`src/rtl/snn_loader_pkg.sv`:
```
// Shared definitions for the spiking-NN parameter stream loader: FSM encoding,
// header id field width helper and the default SIPO channel map.
package snn_loader_pkg;

    typedef enum logic [1:0] {
        ST_IDLE    = 2'd0,
        ST_PAYLOAD = 2'd1,
        ST_CHECK   = 2'd2
    } state_t;

    localparam int CH_W    = 0;
    localparam int CH_BETA = 1;
    localparam int CH_TETA = 2;
    localparam int CH_BNF  = 3;
    localparam int CH_BNA  = 4;
    localparam int CH_IN   = 5;

    // A single-channel build still carries a one-bit id so ports keep a legal width.
    function automatic int id_field_w(input int num_ch);
        return (num_ch > 1) ? $clog2(num_ch) : 1;
    endfunction

endpackage

```
`src/rtl/snn_word_serializer.sv`:
```
// Splits one IN_W-bit stream word into IN_W/SHIFT_W chunks, LSB chunk first,
// with a per-chunk keep mask so chunks past the channel length are dropped.
module snn_word_serializer #(
    parameter int IN_W    = 8,
    parameter int SHIFT_W = 2
) (
    input  logic               clk,
    input  logic               rst_n,
    input  logic               load,
    input  logic [IN_W-1:0]    load_data,
    input  logic               keep,
    input  logic               flush,
    output logic [SHIFT_W-1:0] chunk_data,
    output logic               chunk_ce,
    output logic               ready,
    output logic               issue
);
    localparam int CW = $clog2(IN_W / SHIFT_W) + 1;
    localparam logic [CW-1:0] R_C = CW'(IN_W / SHIFT_W);

    logic [IN_W-1:0] data_r;
    logic [CW-1:0]   cnt_r;
    logic            ce_r;

    // A chunk is issued on a load or while more than the current chunk remains.
    assign issue      = load | (cnt_r > CW'(1));
    assign ready      = (cnt_r <= CW'(1));
    assign chunk_data = data_r[SHIFT_W-1:0];
    assign chunk_ce   = ce_r;

    // Holding register shifts toward the LSB so the live chunk is always bits [SHIFT_W-1:0].
    always_ff @(posedge clk or negedge rst_n) begin
        if (!rst_n) begin
            data_r <= {IN_W{1'b0}};
            cnt_r  <= {CW{1'b0}};
            ce_r   <= 1'b0;
        end else if (flush) begin
            data_r <= {IN_W{1'b0}};
            cnt_r  <= {CW{1'b0}};
            ce_r   <= 1'b0;
        end else begin
            ce_r <= issue & keep;
            if (load) begin
                data_r <= load_data;
                cnt_r  <= R_C;
            end else if (cnt_r != {CW{1'b0}}) begin
                data_r <= data_r >> SHIFT_W;
                cnt_r  <= cnt_r - CW'(1);
            end
        end
    end

endmodule

```
`src/rtl/snn_param_stream_loader.sv`:
```
// Packetised parameter loader: header selects a SIPO channel, payload words are
// serialised onto shift_data with a one-hot shift_ce. Optional feature macro:
// SNN_LOADER_CHECKSUM_EN adds a trailing XOR checksum word per packet.
module snn_param_stream_loader
    import snn_loader_pkg::*;
#(
    parameter int                          IN_W     = 8,
    parameter int                          SHIFT_W  = 2,
    parameter int                          NUM_CH   = 6,
    parameter int                          LEN_W    = 24,
    parameter logic [NUM_CH*LEN_W-1:0]     CH_BEATS = {NUM_CH{24'd8}}
) (
    input  logic               clk,
    input  logic               rst_n,
    input  logic [IN_W-1:0]    in_data,
    input  logic               in_valid,
    output logic               in_ready,
    input  logic               clear,
    output logic [SHIFT_W-1:0] shift_data,
    output logic [NUM_CH-1:0]  shift_ce,
    output logic               busy,
    output logic [NUM_CH-1:0]  loaded,
    output logic               err_bad_id,
    output logic               err_checksum
);
    localparam int IDW = id_field_w(NUM_CH);
    localparam logic [LEN_W-1:0] R_L   = LEN_W'(IN_W / SHIFT_W);
    localparam logic [LEN_W-1:0] ONE_L = LEN_W'(1);

    state_t             state_r, state_s;
    logic               run_r;
    logic [IDW-1:0]     ch_r, hdr_id_s;
    logic [LEN_W-1:0]   rem_r, pend_r, beats_s;
    logic [NUM_CH-1:0]  loaded_r, loaded_s, hdr_oh_s, ch_oh_s;
    logic               err_bad_r;
    logic               id_bad_s, hdr_take_s, word_take_s, end_s, set_s, clr_s, keep_s;
    logic               in_ready_s;
    logic               ser_ready_s, ser_issue_s, ser_ce_s;
    logic [SHIFT_W-1:0] ser_data_s;

    generate
        if (NUM_CH > 1) begin : g_id
            assign hdr_id_s = in_data[IDW-1:0];
        end else begin : g_id0
            assign hdr_id_s = {IDW{1'b0}};
        end
    endgenerate

    assign id_bad_s = (32'(hdr_id_s) >= 32'(NUM_CH));
    assign clr_s    = (state_r == ST_IDLE) && clear;
    assign keep_s   = (state_r == ST_PAYLOAD) && (rem_r != {LEN_W{1'b0}});

    snn_word_serializer #(.IN_W(IN_W), .SHIFT_W(SHIFT_W)) u_ser (
        .clk        (clk),
        .rst_n      (rst_n),
        .load       (word_take_s),
        .load_data  (in_data),
        .keep       (keep_s),
        .flush      (end_s),
        .chunk_data (ser_data_s),
        .chunk_ce   (ser_ce_s),
        .ready      (ser_ready_s),
        .issue      (ser_issue_s)
    );

    // Channel length lookup for the incoming header and one-hot decodes of header / latched id.
    always_comb begin
        beats_s  = {LEN_W{1'b0}};
        hdr_oh_s = {NUM_CH{1'b0}};
        ch_oh_s  = {NUM_CH{1'b0}};
        for (int c = 0; c < NUM_CH; c++) begin
            if (hdr_id_s == IDW'(c)) begin
                beats_s     = CH_BEATS[c*LEN_W +: LEN_W];
                hdr_oh_s[c] = 1'b1;
            end else begin
                hdr_oh_s[c] = 1'b0;
            end
            ch_oh_s[c] = (ch_r == IDW'(c));
        end
    end

`ifdef SNN_LOADER_CHECKSUM_EN
    logic [IN_W-1:0] xor_r;
    logic            err_chk_r, chk_take_s;
`endif

    // FSM state register.
    always_ff @(posedge clk or negedge rst_n) begin
        if (!rst_n) begin
            state_r <= ST_IDLE;
        end else begin
            state_r <= state_s;
        end
    end

    // Next-state and handshake decode; packet ends after the last kept chunk has been shown.
    always_comb begin
        state_s     = state_r;
        in_ready_s  = 1'b0;
        hdr_take_s  = 1'b0;
        word_take_s = 1'b0;
        end_s       = 1'b0;
`ifdef SNN_LOADER_CHECKSUM_EN
        chk_take_s  = 1'b0;
`endif
        case (state_r)
            ST_IDLE: begin
                in_ready_s = run_r;
                hdr_take_s = in_valid & run_r;
                if (hdr_take_s && !id_bad_s) begin
                    state_s = ST_PAYLOAD;
                end else begin
                    state_s = ST_IDLE;
                end
            end
            ST_PAYLOAD: begin
                in_ready_s  = ser_ready_s && (pend_r != {LEN_W{1'b0}});
                word_take_s = in_valid & in_ready_s;
                end_s       = (rem_r == {LEN_W{1'b0}}) && ser_ce_s;
                if (end_s) begin
`ifdef SNN_LOADER_CHECKSUM_EN
                    state_s = ST_CHECK;
`else
                    state_s = ST_IDLE;
`endif
                end else begin
                    state_s = ST_PAYLOAD;
                end
            end
`ifdef SNN_LOADER_CHECKSUM_EN
            ST_CHECK: begin
                in_ready_s = 1'b1;
                chk_take_s = in_valid;
                if (chk_take_s) begin
                    state_s = ST_IDLE;
                end else begin
                    state_s = ST_CHECK;
                end
            end
`endif
            default: begin
                state_s = ST_IDLE;
            end
        endcase
    end

`ifdef SNN_LOADER_CHECKSUM_EN
    assign set_s        = chk_take_s && (xor_r == in_data);
    assign err_checksum = err_chk_r;

    // Running XOR of payload words and sticky checksum error.
    always_ff @(posedge clk or negedge rst_n) begin
        if (!rst_n) begin
            xor_r     <= {IN_W{1'b0}};
            err_chk_r <= 1'b0;
        end else begin
            if (hdr_take_s && !id_bad_s) begin
                xor_r <= {IN_W{1'b0}};
            end else if (word_take_s) begin
                xor_r <= xor_r ^ in_data;
            end
            if (chk_take_s && (xor_r != in_data)) begin
                err_chk_r <= 1'b1;
            end else if (clr_s) begin
                err_chk_r <= 1'b0;
            end
        end
    end
`else
    assign set_s        = end_s;
    assign err_checksum = 1'b0;
`endif

    // Loaded flags: clear first, then a new header drops its own bit, then completion sets it.
    always_comb begin
        loaded_s = clr_s ? {NUM_CH{1'b0}} : loaded_r;
        loaded_s = (hdr_take_s && !id_bad_s) ? (loaded_s & ~hdr_oh_s) : loaded_s;
        loaded_s = set_s ? (loaded_s | ch_oh_s) : loaded_s;
    end

    // Packet counters, status flags and the post-reset ready enable.
    always_ff @(posedge clk or negedge rst_n) begin
        if (!rst_n) begin
            run_r     <= 1'b0;
            ch_r      <= {IDW{1'b0}};
            rem_r     <= {LEN_W{1'b0}};
            pend_r    <= {LEN_W{1'b0}};
            loaded_r  <= {NUM_CH{1'b0}};
            err_bad_r <= 1'b0;
        end else begin
            run_r    <= 1'b1;
            loaded_r <= loaded_s;
            if (hdr_take_s && id_bad_s) begin
                err_bad_r <= 1'b1;
            end else if (clr_s) begin
                err_bad_r <= 1'b0;
            end
            if (hdr_take_s && !id_bad_s) begin
                ch_r   <= hdr_id_s;
                rem_r  <= beats_s;
                pend_r <= beats_s;
            end else begin
                if (ser_issue_s && keep_s) begin
                    rem_r <= rem_r - ONE_L;
                end
                // pend_r counts chunks not yet covered by an accepted word.
                if (word_take_s) begin
                    pend_r <= (pend_r > R_L) ? (pend_r - R_L) : {LEN_W{1'b0}};
                end
            end
        end
    end

    assign in_ready   = in_ready_s;
    assign busy       = (state_r != ST_IDLE);
    assign loaded     = loaded_r;
    assign err_bad_id = err_bad_r;
    assign shift_data = ser_data_s;
    assign shift_ce   = ch_oh_s & {NUM_CH{ser_ce_s}};

endmodule
```
`config.mk`:
```
export PLATFORM = sky130hd
export DESIGN_NAME = snn_param_stream_loader
export DESIGN_NICKNAME = d
export VERILOG_FILES = /design/src/rtl/snn_loader_pkg.sv /design/src/rtl/snn_word_serializer.sv /design/src/rtl/snn_param_stream_loader.sv
export SDC_FILE = /design/constraint.sdc
export NUM_CORES = 1
export LEC_CHECK = 0
export CORE_ASPECT_RATIO = 0.7
export CORE_MARGIN = 2
export CORE_UTILIZATION = 60
export CTS_BUF_LIST = sky130_fd_sc_hd__clkbuf_8
export CTS_CLUSTER_DIAMETER = 150
export DETAILED_ROUTE_END_ITERATION = 7
export GPL_ROUTABILITY_DRIVEN = 0
export PLACE_DENSITY = 0.82
export SLEW_MARGIN = 20
export SYNTH_ARGS = -nofsm -noshare
export SYNTH_HDL_FRONTEND = slang
export SYNTH_SLANG_ARGS = --single-unit
```
`constraint.sdc`:
```
create_clock -name clk -period 2.7 [get_ports clk]
set_input_delay 0.27 -clock clk [delete_from_list [all_inputs] [get_ports clk]]
set_output_delay 0.27 -clock clk [all_outputs]
set_load 0.03 [all_outputs]
```
==> metrics.md <==
| Metric | Value |
|---|---|
| FFs w/ async S/R, synth | `100%` |
| Syn avg cell area | `9.25 um^2` |
| Total wire length | `9190 um` |
| Grt total ovfl | `0` |
| H-tree Lvls | `3` |
| Die X | `98.2 um` |
| Post-Syn Area | `3730 um^2` |
| WL per Instance | `17.4 um` |
| Hold Crit Class | `primary input to async pin` |
| WP data arrival | `2.32 ns` |
| Die Y | `70.0 um` |
| Die area | `6870 um^2` |
| Post-synth EDFFs | `0` |
| RSZ-0062 raised after global routing | `yes` |
| Largest stage delay on the critical path | `0.42 ns` |
| Post-synth top area cell | `dfrtp_1` |
| Worst slew pin tran | `0.739 ns` |
| DRC viols | `0` |
| CTS sink count | `70` |
| Static leakage | `1.96 nW` |
| Final Hold Fails | `0` |
| Count leader, synth | `dfrtp_1` |
| Area delta synth->final | `20.1%` |
| I/O pin count | `30` |
| Worst Skew | `0.0140 ns` |
| PortBufs | `28` |
| First-pass GRT wire length | `15300 um` |
| Ranking of synthesized cells by area | `dfrtp_1 (47%), nor2_1 (5.0%), nand2_1 (4.0%)` |
| Top post-synthesis cells by count | `dfrtp_1 (70), nor2_1 (50), nand2_1 (40), o21ai_0 (27), nor3_1 (22)` |
| Clk buf depth | `2` |
| Clock latency on the worst-skew pair | `0.37 ns` |
| Antenna-violating nets left | `0` |
| Tmin final | `2.59 ns` |
| Max_slew headroom | `50.6%` |
| Pre-antenna DRT Iters | `5` |
| Slowest cell on crit path | `dfrtp_1` |
| Final HPWL DP | `6350 um` |
| Top_reg_cell synth | `dfrtp_1` |
| Worst-path cell chain | `inv_1 -> ha_2 -> nor3b_4 -> nand2_1 -> nor2_2 -> nand2_1 -> o211ai_1 -> o21ai_0 -> buf_2` |
| Core area | `5870 um^2` |
| CP Capture Type | `primary output` |
| Post-synthesis register bit count | `70` |
| Crit share post-route | `96.0%` |
| Syn Nets | `421` |
| First DRT Iteration DRCs | `297` |
| Clk root buf | `clkbuf_8` |
| Worst path bufs/invs | `2` |
| TritonCTS buffer count | `9` |
| Cell mode on critical path | `nand2_1` |
| Layout cell share with drive strength beyond 1 | `14.1%` |
| Seq/Total Area, Yosys | `47.0%` |
| Crit path required time | `2.43 ns` |
| Status | `completed` |
| Final nets | `467` |
| Core Rows | `23` |
| Largest net degree at the start of global routing | `28` |
| Crit path max fanout | `4` |
| Max-Cap Viols | `0` |
| Power density cells | `1190 nW/um^2` |
| Netlist cell types | `48` |
| Initial antenna violation count | `0` |
| Vias | `3349` |
| Final setup violation count | `0` |
| CTS tree | `done` |
| Fmax | `386 MHz` |
| Final slew viol count | `0` |
| Yosys warning count | `0` |
| Top cell type's share of synthesized area | `47.0%` |
| Initial Util | `63.5%` |
| Smallest setup slack after layout | `0.107 ns` |
| Drt via density | `6.33` |
| Total track usage | `27.8%` |
| Antenna diodes | `0` |
| Vias in the first global route | `3251` |
| Cells after Synth | `403` |
| Worst path top cell family by delay | `simple AND/OR/NAND/NOR gates` |
| Worst slack at placement | `-0.0169 ns` |
| Maximum VDD drop | `0.000958 V` |
| CP Class | `flip-flop to primary output` |
| Worst-path clk slew | `0.08 ns` |
| Min Hold Slack | `0.383 ns` |
| CP startpoint kind | `flip-flop` |
## repair_timing
action	4_1_cts	5_1_grt
resized for setup	6	11
hold buffers	1	0
buffers inserted	0	2
endpoints found under the setup margin	1	44
pin swaps	0	2
hold endpoints to repair	18	0
gates cloned	0	0
## through the flow
step / instance area [um^2] / util [%] / TNS [ns] / total power, mW / cells
after floorplan: 3730 / - / 0 / 3.44 / 403
after global placement: 4180 / 71.2 / 0 / 4.08 / 510
after detailed placement: 4180 / 71.2 / -0.0169 / 4.19 / 510
after CTS: 4420 / 75.3 / 0 / 5.18 / 527
after global routing: 4480 / 76.3 / -0.0885 / 5.69 / 529
final: 4480 / 76.3 / 0 / 5.33 / 529
## kinds of logic (layout without fill, tap and decap cells)
kind of cell / after synthesis / in the layout / synth area share [%]
other: 2 / 2 / 0.201
xor gates and xnor gates: 13 / 13 / 3.05
buffers and inverters: 32 / 83 / 4.06
adders and majority gates: 6 / 6 / 2.01
muxes: 14 / 14 / 3.76
DFF: 70 / 70 / 47.0
AOI/OAI and AO/OA: 87 / 87 / 15.9
and+or+nand+nor: 179 / 179 / 24.0
## worst reg2reg max path: stages, from the launching register on
cell and delay [ns]:
dfrtp_1 0.50, nor4_2 0.43, nand3_1 0.37, o41ai_4 0.50, or2_2 0.34, o21ai_0 0.16
a22o_1 0.19
## state kept, by name (all words and copies together), names as in the netlist, 3 cells and up
name,flops
u_ser.cnt_r,3
pend_r,22
ch_r,3
u_ser.data_r,8
rem_r,24
loaded,6
## cell type report
type | count | area (um^2)
sequential | 70 | 1750
multi-input combinational | 301 | 1890
clock buffer | 9 | 124
clock inverter | 7 | 95.1
tap | 75 | 93.8
timing repair buffer | 55 | 475
fill | 423 | 1390
inverter | 12 | 45.0
## final timing paths
| check | startpoint | to | slack, ns | cells past startpoint |
|---|---|---|---|---|
| worst max-delay path | pend_r[3] | in_ready | 0.11 | 9 |
| worst min-delay path | rst_n | rem_r[15] | 0.38 | 2 |
| worst max register to register | pend_r[14] | pend_r[17] | 0.11 | 6 |
| worst min register to register | rem_r[21] | rem_r[21] | 0.48 | 1 |
| max in group asynchronous | rst_n | rem_r[6] | 1.59 | 3 |
| min in group clk | in_data[7] | u_ser.data_r[7] | 0.46 | 3 |
## per-layer routing
| layer | share of wire [%] | vias up | wire [um] | track usage [%] |
|---|---|---|---|---|
| met1 | 46 | 1602 | 4220 | 39.0 |
| met4 | 1.8 | 0 | 162 | 8.37 |
| met3 | 8.0 | 23 | 737 | 8.31 |
| met5 | 0 | - | 0 | 0 |
| met2 | 44 | 171 | 4070 | 42.2 |
| li1 | - | 1553 | - | - |
## power breakdown
group / switching (mW) / total (mW) / internal, mW
clock network: 0.436 / 0.959 / 0.523
registers: 0.463 / 1.90 / 1.44
logic: 1.46 / 2.47 / 1.01
## placed cells by master, fill, tap and decap left out, types with 7 or more instances in the layout
cell type | synthesis | layout
nor3_1 | 22 | 22
buf_4 | 3 | 26
or3_1 | 7 | 7
xnor2_1 | 13 | 13
o21ai_0 | 27 | 27
nand2_1 | 40 | 40
nor4_1 | 15 | 12
mux2i_1 | 14 | 14
dfrtp_1 | 70 | 70
a21oi_1 | 15 | 15
clkdlybuf4s50_1 | 0 | 26
clkbuf_8 | 0 | 9
nand3_1 | 14 | 14
inv_1 | 12 | 12
nor2_1 | 50 | 49
o31ai_1 | 9 | 9
Note: power is estimated with default switching activity, not from simulation.
